<file path="src/rtl/stopwatch_pkg.sv">
// Shared encodings for the stopwatch control path: FSM status, command codes
// and command source identifiers.
package stopwatch_pkg;

   typedef enum logic [1:0] {
      IDLE    = 2'b00,
      RUNNING = 2'b01,
      PAUSED  = 2'b10
   } status_t;

   typedef enum logic [1:0] {
      CMD_NOP   = 2'b00,
      CMD_START = 2'b01,
      CMD_STOP  = 2'b10,
      CMD_RESET = 2'b11
   } cmd_t;

   localparam logic SRC_BTN  = 1'b0;
   localparam logic SRC_HOST = 1'b1;

endpackage

</file>
<file path="src/rtl/stopwatch_cmd_arb_if.sv">
// Host register-port handshake into the stopwatch command arbiter: a level
// request with its command code, answered by a one-cycle ack/err pair.
interface stopwatch_cmd_arb_if;
   import stopwatch_pkg::*;

   logic host_req;
   cmd_t host_cmd;
   logic host_ack;
   logic host_err;

   modport master (
      output host_req,
      output host_cmd,
      input  host_ack,
      input  host_err
   );

   modport slave (
      input  host_req,
      input  host_cmd,
      output host_ack,
      output host_err
   );

endinterface

</file>
<file path="src/rtl/btn_edge_capture.sv">
// Button-side request capture: rising-edge detection and a single prioritized
// pending command, with a pending reset that cannot be displaced by start/stop.
module btn_edge_capture
   import stopwatch_pkg::*;
(
   input  logic clk,
   input  logic rst,
   input  logic btn_start,
   input  logic btn_stop,
   input  logic btn_reset,
   input  logic clr,
   output cmd_t pend
);

   logic prev_start, prev_stop, prev_reset;
   logic rise_start, rise_stop, rise_reset;
   cmd_t pend_nxt;

   assign rise_start = btn_start & ~prev_start;
   assign rise_stop  = btn_stop  & ~prev_stop;
   assign rise_reset = btn_reset & ~prev_reset;

   // A start/stop edge landing on the edge that issues a pending reset is
   // also discarded: the reset owns the slot until it has gone out.
   always_comb begin
      pend_nxt = pend;
      if (rise_reset) begin
         pend_nxt = CMD_RESET;
      end else if (pend == CMD_RESET) begin
         if (clr) pend_nxt = CMD_NOP;
      end else if (rise_stop) begin
         pend_nxt = CMD_STOP;
      end else if (rise_start) begin
         pend_nxt = CMD_START;
      end else if (clr) begin
         pend_nxt = CMD_NOP;
      end
   end

   always_ff @(posedge clk) begin
      if (rst) begin
         prev_start <= 1'b0;
         prev_stop  <= 1'b0;
         prev_reset <= 1'b0;
         pend       <= CMD_NOP;
      end else begin
         prev_start <= btn_start;
         prev_stop  <= btn_stop;
         prev_reset <= btn_reset;
         pend       <= pend_nxt;
      end
   end

endmodule

</file>
<file path="src/rtl/stopwatch_cmd_arb.sv">
// Stopwatch command arbiter: merges button and host requests into one-cycle
// start/stop/reset pulses. Optional status filter: STOPWATCH_CMD_FILTER_EN.
module stopwatch_cmd_arb
   import stopwatch_pkg::*;
#(
   parameter int HOLDOFF_CYCLES = 4
) (
   input  logic                 clk,
   input  logic                 rst,
   input  logic                 btn_start,
   input  logic                 btn_stop,
   input  logic                 btn_reset,
   stopwatch_cmd_arb_if.slave   host,
   input  logic [1:0]           status,
   output logic                 start_o,
   output logic                 stop_o,
   output logic                 reset_o,
   output logic                 last_src,
   output logic                 busy
);

   localparam int CNT_W = (HOLDOFF_CYCLES > 0) ? $clog2(HOLDOFF_CYCLES + 1) : 1;
   localparam logic [CNT_W-1:0] HOLDOFF_LD = CNT_W'(HOLDOFF_CYCLES);

   cmd_t             btn_pend;
   logic             btn_clr;
   logic             host_vld;
   cmd_t             host_pend;
   logic             host_clr;
   logic             rr;
   logic [CNT_W-1:0] cnt;

   logic             btn_rst, host_rst, host_nop, btn_ss, host_ss;
   logic             grant_host;
   cmd_t             sel;
   logic             drop_sel;

   logic             start_nxt, stop_nxt, reset_nxt, ack_nxt, err_nxt;
   logic             src_nxt, rr_nxt;
   logic [CNT_W-1:0] cnt_nxt;

   btn_edge_capture u_btn (
      .clk       (clk),
      .rst       (rst),
      .btn_start (btn_start),
      .btn_stop  (btn_stop),
      .btn_reset (btn_reset),
      .clr       (btn_clr),
      .pend      (btn_pend)
   );

   // Host capture: latch only into an empty slot; the command code is data and
   // is qualified by host_vld, so it carries no reset.
   always_ff @(posedge clk) begin
      if (rst) begin
         host_vld <= 1'b0;
      end else if (host_vld) begin
         if (host_clr) host_vld <= 1'b0;
      end else if (host.host_req) begin
         host_vld <= 1'b1;
      end
   end

   always_ff @(posedge clk) begin
      if (!host_vld && host.host_req) host_pend <= host.host_cmd;
   end

   assign btn_rst  = (btn_pend == CMD_RESET);
   assign host_rst = host_vld && (host_pend == CMD_RESET);
   assign host_nop = host_vld && (host_pend == CMD_NOP);
   assign btn_ss   = (btn_pend == CMD_START) || (btn_pend == CMD_STOP);
   assign host_ss  = host_vld && ((host_pend == CMD_START) || (host_pend == CMD_STOP));

   always_comb begin
      grant_host = host_ss && ((rr == SRC_HOST) || !btn_ss);
      sel        = grant_host ? host_pend : btn_pend;
   end

`ifdef STOPWATCH_CMD_FILTER_EN
   assign drop_sel = ((sel == CMD_START) && (status == RUNNING)) ||
                     ((sel == CMD_STOP)  && (status != RUNNING));
`else
   logic unused_status;
   assign unused_status = ^status;
   assign drop_sel      = 1'b0;
`endif

   always_comb begin
      start_nxt = 1'b0;
      stop_nxt  = 1'b0;
      reset_nxt = 1'b0;
      ack_nxt   = 1'b0;
      err_nxt   = 1'b0;
      src_nxt   = last_src;
      rr_nxt    = rr;
      btn_clr   = 1'b0;
      host_clr  = 1'b0;
      cnt_nxt   = (cnt != '0) ? cnt - CNT_W'(1) : '0;

      if (btn_rst || host_rst) begin
         // Reset ignores holdoff and leaves rr alone; a double reset collapses to one pulse.
         reset_nxt = 1'b1;
         cnt_nxt   = '0;
         btn_clr   = btn_rst;
         if (host_rst) begin
            host_clr = 1'b1;
            ack_nxt  = 1'b1;
            src_nxt  = SRC_HOST;
         end else begin
            src_nxt  = SRC_BTN;
         end
      end else begin
         if (host_nop) begin
            host_clr = 1'b1;
            ack_nxt  = 1'b1;
            err_nxt  = 1'b1;
         end
         if ((cnt == '0) && (btn_ss || host_ss)) begin
            if (grant_host) begin
               host_clr = 1'b1;
               ack_nxt  = 1'b1;
            end else begin
               btn_clr  = 1'b1;
            end
            if (drop_sel) begin
               err_nxt = grant_host;
            end else begin
               start_nxt = (sel == CMD_START);
               stop_nxt  = (sel == CMD_STOP);
               src_nxt   = grant_host ? SRC_HOST : SRC_BTN;
               rr_nxt    = grant_host ? SRC_BTN : SRC_HOST;
               cnt_nxt   = HOLDOFF_LD;
            end
         end
      end
   end

   always_ff @(posedge clk) begin
      if (rst) begin
         start_o       <= 1'b0;
         stop_o        <= 1'b0;
         reset_o       <= 1'b0;
         host.host_ack <= 1'b0;
         host.host_err <= 1'b0;
         last_src      <= SRC_BTN;
         busy          <= 1'b0;
         rr            <= SRC_BTN;
         cnt           <= '0;
      end else begin
         start_o       <= start_nxt;
         stop_o        <= stop_nxt;
         reset_o       <= reset_nxt;
         host.host_ack <= ack_nxt;
         host.host_err <= err_nxt;
         last_src      <= src_nxt;
         busy          <= (cnt_nxt != '0);
         rr            <= rr_nxt;
         cnt           <= cnt_nxt;
      end
   end

endmodule

</file>
<file path="src/flat_wrapper.sv">
// flat-port wrapper written by rule: the top's interface ports become plain ports
module stopwatch_cmd_arb_flat import stopwatch_pkg::*;
#(
   parameter int HOLDOFF_CYCLES = 4
)
  (clk, rst, btn_start, btn_stop, btn_reset, status, start_o, stop_o, reset_o, last_src, busy, host_host_req, host_host_cmd, host_host_ack, host_host_err);
  stopwatch_cmd_arb_if host_i ();
  input  logic clk;
  input  logic rst;
  input  logic btn_start;
  input  logic btn_stop;
  input  logic btn_reset;
  input  logic [1:0] status;
  output logic start_o;
  output logic stop_o;
  output logic reset_o;
  output logic last_src;
  output logic busy;
  input wire logic [$bits(host_i.host_req)-1:0] host_host_req;
  input wire logic [$bits(host_i.host_cmd)-1:0] host_host_cmd;
  output wire logic [$bits(host_i.host_ack)-1:0] host_host_ack;
  output wire logic [$bits(host_i.host_err)-1:0] host_host_err;
  assign host_i.host_req = host_host_req;
  assign host_i.host_cmd = host_host_cmd;
  assign host_host_ack = host_i.host_ack;
  assign host_host_err = host_i.host_err;
  stopwatch_cmd_arb #(.HOLDOFF_CYCLES(HOLDOFF_CYCLES)) u_core (.clk(clk), .rst(rst), .btn_start(btn_start), .btn_stop(btn_stop), .btn_reset(btn_reset), .host(host_i), .status(status), .start_o(start_o), .stop_o(stop_o), .reset_o(reset_o), .last_src(last_src), .busy(busy));
endmodule
</file>
<file path="config.mk">
export PLATFORM = sky130hd
export DESIGN_NAME = stopwatch_cmd_arb_flat
export DESIGN_NICKNAME = d
export VERILOG_FILES = /design/src/rtl/stopwatch_pkg.sv /design/src/rtl/stopwatch_cmd_arb_if.sv /design/src/rtl/btn_edge_capture.sv /design/src/rtl/stopwatch_cmd_arb.sv /design/src/flat_wrapper.sv
export SDC_FILE = /design/constraint.sdc
export NUM_CORES = 1
export LEC_CHECK = 0
export BUFFER_PORTS_ARGS = -buffer_cell sky130_fd_sc_hd__buf_4
export CAP_MARGIN = 20
export CORE_ASPECT_RATIO = 1.2
export CORE_MARGIN = 1.5
export CORE_UTILIZATION = 30
export CTS_CLUSTER_SIZE = 14
export DETAILED_ROUTE_END_ITERATION = 10
export GPL_TIMING_DRIVEN = 0
export SYNTH_ARGS = -nofsm -noshare
export SYNTH_HDL_FRONTEND = slang
export SYNTH_SLANG_ARGS = --single-unit
</file>
<file path="constraint.sdc">
create_clock -name clk -period 1.6 [get_ports clk]
set_input_delay 0.32 -clock clk [delete_from_list [all_inputs] [get_ports clk]]
set_output_delay 0.32 -clock clk [all_outputs]
set_load 0.1 [all_outputs]
</file>
# After elaboration in Yosys (flattened, before gate mapping)
# Cells that the tools add are included.
dict set report classes {
  n_addsub 1
  eq_ne 8
  mux 24
  bitwise_logic 8
  reduce_logical 21
}
# operator count
set ops {}
lappend ops {{$mux W1} 15}
lappend ops {{$mux W2} 6}
lappend ops {{$eq A2 B2 Y1 const B} 5}
lappend ops {{$mux W3} 3}
lappend ops {{$eq A2 B1 Y1 const B} 3}
lappend ops {{$logic_and A1 B1 Y1} 6}
lappend ops {{$reduce_bool A3 Y1} 2}
lappend ops {{$logic_or A1 B1 Y1} 5}
lappend ops {{$not A1 Y1} 5}
lappend ops {{$and A1 B1 Y1} 3}
lappend ops {{$logic_not A3 Y1} 1}
lappend ops {{$reduce_or A3 Y1} 1}
lappend ops {{$sub A3 B1 Y3 const B} 1}
lappend ops {{$logic_not A1 Y1} 2}
lappend ops {{$logic_not A2 Y1} 1}
lappend ops {{$reduce_and A2 Y1} 1}
lappend ops {{$reduce_bool A2 Y1} 1}
lappend ops {{$reduce_or A2 Y1} 1}
dict set report totals {
  reg_bits 19
  out_inout_bits 7
  word_cells 77
}

# Logic depth before layout (Yosys ltp)
dict set report depth {
  ltp_word 13
  mapped_depth 5
}

# Hierarchy
# A second synthesis with hierarchy kept.
dict set report hier_totals {
  cells_unflattened 93
  hier_area_um2 883.3
}
# mod instances cells_each area_per_inst_um2
set modules_own_cells {}
lappend modules_own_cells {stopwatch_cmd_arb 1 73 689.4}
lappend modules_own_cells {btn_edge_capture 1 20 193.9}

# Least setup slack after synthesis
# No wires, ideal clock.
dict set report synth_path {
  path_kind {register to register}
  from {register u_core.host_pend[0]}
  to {register u_core.host_vld}
  setup_time_ns 0.117
  arrival_ns 1.475
  required_time_ns 1.483
  setup_slack_ns 0.008
  path_stages_with_launch 6
  period_less_slack_ns 1.592
  path_cell_list {edfxtp_1 > inv_1 > ha_1 > nand2_1 > or4_4 > a22o_1}
}
dict set report synth_between {
  elab_chain_cells 9
}
# element line
set synth_rtl {}
lappend synth_rtl {{from (decl)} stopwatch_cmd_arb.sv:28} ;# cmd_t host_pend;
lappend synth_rtl {{from (signal assigned)} stopwatch_cmd_arb.sv:65} ;# if (!host_vld && host.host_req) host_pend <= host.host_cmd;
lappend synth_rtl {{$eq A2 B1 Y1 or $eq A2 B2 Y1 (tied branches)} stopwatch_cmd_arb.sv:72} ;# assign host_ss = host_vld && ((host_pend == CMD_START) || (host_pend == CMD_STOP));
lappend synth_rtl {{$logic_or A1 B1 Y1} stopwatch_cmd_arb.sv:72}
lappend synth_rtl {{$logic_and A1 B1 Y1} stopwatch_cmd_arb.sv:72}
lappend synth_rtl {{$logic_and A1 B1 Y1 or $logic_or A1 B1 Y1 (tied branches)} {stopwatch_cmd_arb.sv:75, stopwatch_cmd_arb.sv:118}}
lappend synth_rtl {{$mux W1 or $logic_and A1 B1 Y1 (tied branches)} {stopwatch_cmd_arb.sv:119, stopwatch_cmd_arb.sv:118}}
lappend synth_rtl {{$mux W1} stopwatch_cmd_arb.sv:118} ;# if ((cnt == '0) && (btn_ss || host_ss)) begin
lappend synth_rtl {{$mux W1 *} stopwatch_cmd_arb.sv:100} ;# if (btn_rst || host_rst) begin
lappend synth_rtl {{$mux W1 *} stopwatch_cmd_arb.sv:58} ;# if (host_clr) host_vld <= 1'b0;
lappend synth_rtl {{$mux W1 *} stopwatch_cmd_arb.sv:57} ;# end else if (host_vld) begin
lappend synth_rtl {{to (signal assigned)} stopwatch_cmd_arb.sv:56} ;# host_vld <= 1'b0;
lappend synth_rtl {{to (signal assigned)} stopwatch_cmd_arb.sv:58}
lappend synth_rtl {{to (signal assigned)} stopwatch_cmd_arb.sv:60} ;# host_vld <= 1'b1;
lappend synth_rtl {{to (decl)} stopwatch_cmd_arb.sv:27} ;# logic host_vld;
# Every way passes the cells marked *; elsewhere a longest branch is shown, timed or not.
# A chain may end at the register's enable or synchronous reset.

# Worst setup path in the final report
dict set report layout_path {
  from {register u_core.host_pend[1]}
  to {register u_core.host_vld}
}
# Same word-level chain as after synthesis.

==> results.md <==
* DPL Wire Length at 1154 um
* Initial core utilization at 0.3153
* Slew Viols, Final at 0
* Largest net degree at the start of global routing at 11
* Clock latency on the worst-skew pair at 0.28 ns
* Top post-synthesis cells by area: dfxtp_1 (43%), edfxtp_1 (7.5%), nor2b_1 (6.3%)
* Setup TNS at -0.009381 ns
* Sw frac at 0.3716
* Final core utilization at 0.4000
* Top reg by flops: u_core.cnt
* Post-synth EDFFs at 2
* Synth cell count leaders: dfxtp_1 (17), nor2b_1 (8), nand2_1 (7), nor2_1 (7), a21oi_1 (6)
* Critical path fanouts, max at 5
* Max reg flops at 3
* Avg Vias per Cell at 4.838
* LEAKAGE at about 0.43 nW
* Hold Worst Slack at 0.2065 ns
* CP required at 1.79 ns
* Synth warnings at 0
* Yosys cell types at 24
* Sequential share of power at 0.477
* Reg area at around 400 um2
* Violations in the final reports: setup timing
* Sequential element share of the synthesized area at 0.5024
* Number of synthesized register bits at 19
* H-tree levels at 1
* CTS Buf Count at 3
* Vias in the first global route at 628
* Count of final setup violators at 1
* Primary FF master, synth: dfxtp_1
* Synth top area share at 0.4270
* Synthesized area per cell at approximately 9.5 um2
* Layout area overhead at 26.84%
* Final std cells w/o fill at roughly 140
* Clk network pwr share at 0.192
* Placed Cells at 131
* Ratio of cells with drive above 1 in the final layout at 0.2816
* Status: finished with violations
* Multi-input gate area at 409.1 um2
* Clk slew on worst S/H paths at 0.10 ns
* DRT antenna net count at 0
* DRT iter0 DRCs at 8
* Die area at 2976 um2
* Count leader, synth: dfxtp_1
* Worst slack, placed at -0.1201 ns
* Yosys top cell by area: dfxtp_1
* CTS Sinks at 19
* Pint at between 0.0007 and 0.0008 W
* Slew headroom at 0.7257
* Hold Path Stages at 1
* Cells after synthesis at 84
* Synth Cell Area at 797.0 um2
* CTS Root Cell: clkbuf_4
* Core region area at roughly 2500 um2
* Final Hold Viols at 0
* Period minus WS final at 1.609 ns
* CTS max path bufs at 2
* Max Fclk at 621.4 MHz
* Worst endpoint data arrival time at ~1.8 ns
* ANT cells at 0
* DRC viols at 0
* Clock skew at 0.002917 ns
* Initial antenna violation count at 0
* Biggest regs: u_core.cnt: 3 flops, u_core.host_pend: 2 flops, u_core.u_btn.pend: 2 flops
* Worst IR Drop VDD at 0.5016 mV
* Fin crit share at 1.006
* Die W at between 50 and 60 um
* Max cap viols at 0
* Gr ovfl total at 0
* Rows at 20
* Worst-Margin Slew at ~0.41 ns
* Syn Nets at 97
* Unrepaired setup endpoints after global routing: true
* Hold bufs inserted after CTS at 0
* Worst Reg-to-Reg Cells at 5
* Io pins at 17
* Vias at 658
* Final WS setup at -0.009381 ns
* Total Wirelength at 1631 um
* Combinational share of power at 0.331
* FFs w/ async S/R, synth at 0
* NetSw at approximately 0.00045 W
* GRT Total Usage at 0.1184
* Nets at 117
* Input/output buffers at 14
* Die Y-Extent at slightly below 60 um
* Per-cell routed wire length at 11.99 um
* CTS tree: built
* Filler Cell Count at 259
* CP endpoint kind: flip-flop
* Hold crit path type: in -> reg
* Pre-antenna DRT Iters at 4
* Gpl congestion at 0.7106
* Pwr dens at 1204 nW/um2
* First-pass GRT wire length at 2628 um
* Startpoint type of the worst setup path: flip-flop
* CP Class: reg -> reg
cells by family after synthesis:
logic type               count (synthesis)  share of synthesized area
buffers and inverters                    5                    0.02354
adder cells (fa/ha/maj)                  3                    0.04710
AND/OR/NAND/NOR                         37                     0.2638
flip-flops                              19                     0.5024
AO/OA/AOI/OAI                           20                     0.1633
timing repair:
action,in CTS,in global routing
buffers inserted,1,0
resized for setup,5,5
endpoints found under the setup margin,5,5
cloned,0,0
pin swaps,1,0
cell type report:
| type | count | share of cell area |
|---|---|---|
| multi-input combinational | 60 | 0.4047 |
| sequential | 19 | 0.3985 |
| timing repair buffer | 15 | 0.1114 |
| tap | 33 | 0.04084 |
| clock buffer | 4 | 0.02599 |
| inverter | 4 | 0.01485 |
| buffer | 1 | 0.003713 |
power by group through the flow:
stage / combinational [W] / sequential [W] / clock, W
global route: 0.000435 / 0.000590 / 0.000270
detailed placement: 0.000378 / 0.000586 / 0
finish: 0.000403 / 0.000581 / 0.000234
global placement: 0.000375 / 0.000584 / 0
floorplan: 0.000167 / 0.000708 / 0
CTS: 0.000392 / 0.000577 / 0.000249
cell usage in the layout (no fill, tap or decap), types with 3 or more instances in the layout:
master / netlist / final
a21oi_1: 6 / 5
buf_4: 0 / 15
clkbuf_4: 0 / 3
dfxtp_1: 17 / 15
nand2_1: 7 / 6
nand2b_1: 3 / 3
nor2_1: 7 / 7
nor2b_1: 8 / 7
nor4b_1: 3 / 3
o21ai_0: 5 / 5
per-layer routing:
| layer | GRT usage | wire, um |
|---|---|---|
| met5 | 0 | 0 |
| met3 | 0.02525 | 49 |
| met2 | 0.2011 | 784 |
| met4 | 0.06746 | 19 |
| met1 | 0.1373 | 778 |
critical path: stages (launching register included):
cell      delay [ns]
edfxtp_1        0.41
inv_2           0.06
ha_4            0.28
nand2_4         0.06
or4_4           0.51
a22o_1          0.19
final timing paths:
kind | startpoint | endpoint | slack [ns]
max | u_core.host_pend[1]$_DFFE_PP_ | u_core.host_vld$_SDFF_PP0_ | -0.009
min | host_host_cmd[0] | u_core.host_pend[0]$_DFFE_PP_ | 0.21
max reg2reg | u_core.host_pend[1]$_DFFE_PP_ | u_core.host_vld$_SDFF_PP0_ | -0.009
min reg2reg | u_core.cnt[0]$_SDFF_PP0_ | u_core.cnt[0]$_SDFF_PP0_ | 0.47
per-stage QoR:
step | total power (W) | area [um2]
after global routing | 0.001295 | 1011
after global placement | 0.0009589 | 943.4
after floorplan | 0.0008746 | 797.0
after CTS | 0.001218 | 997.2
after detailed placement | 0.0009641 | 943.4
final | 0.001217 | 1011
Power figures use the tool's default switching activity.
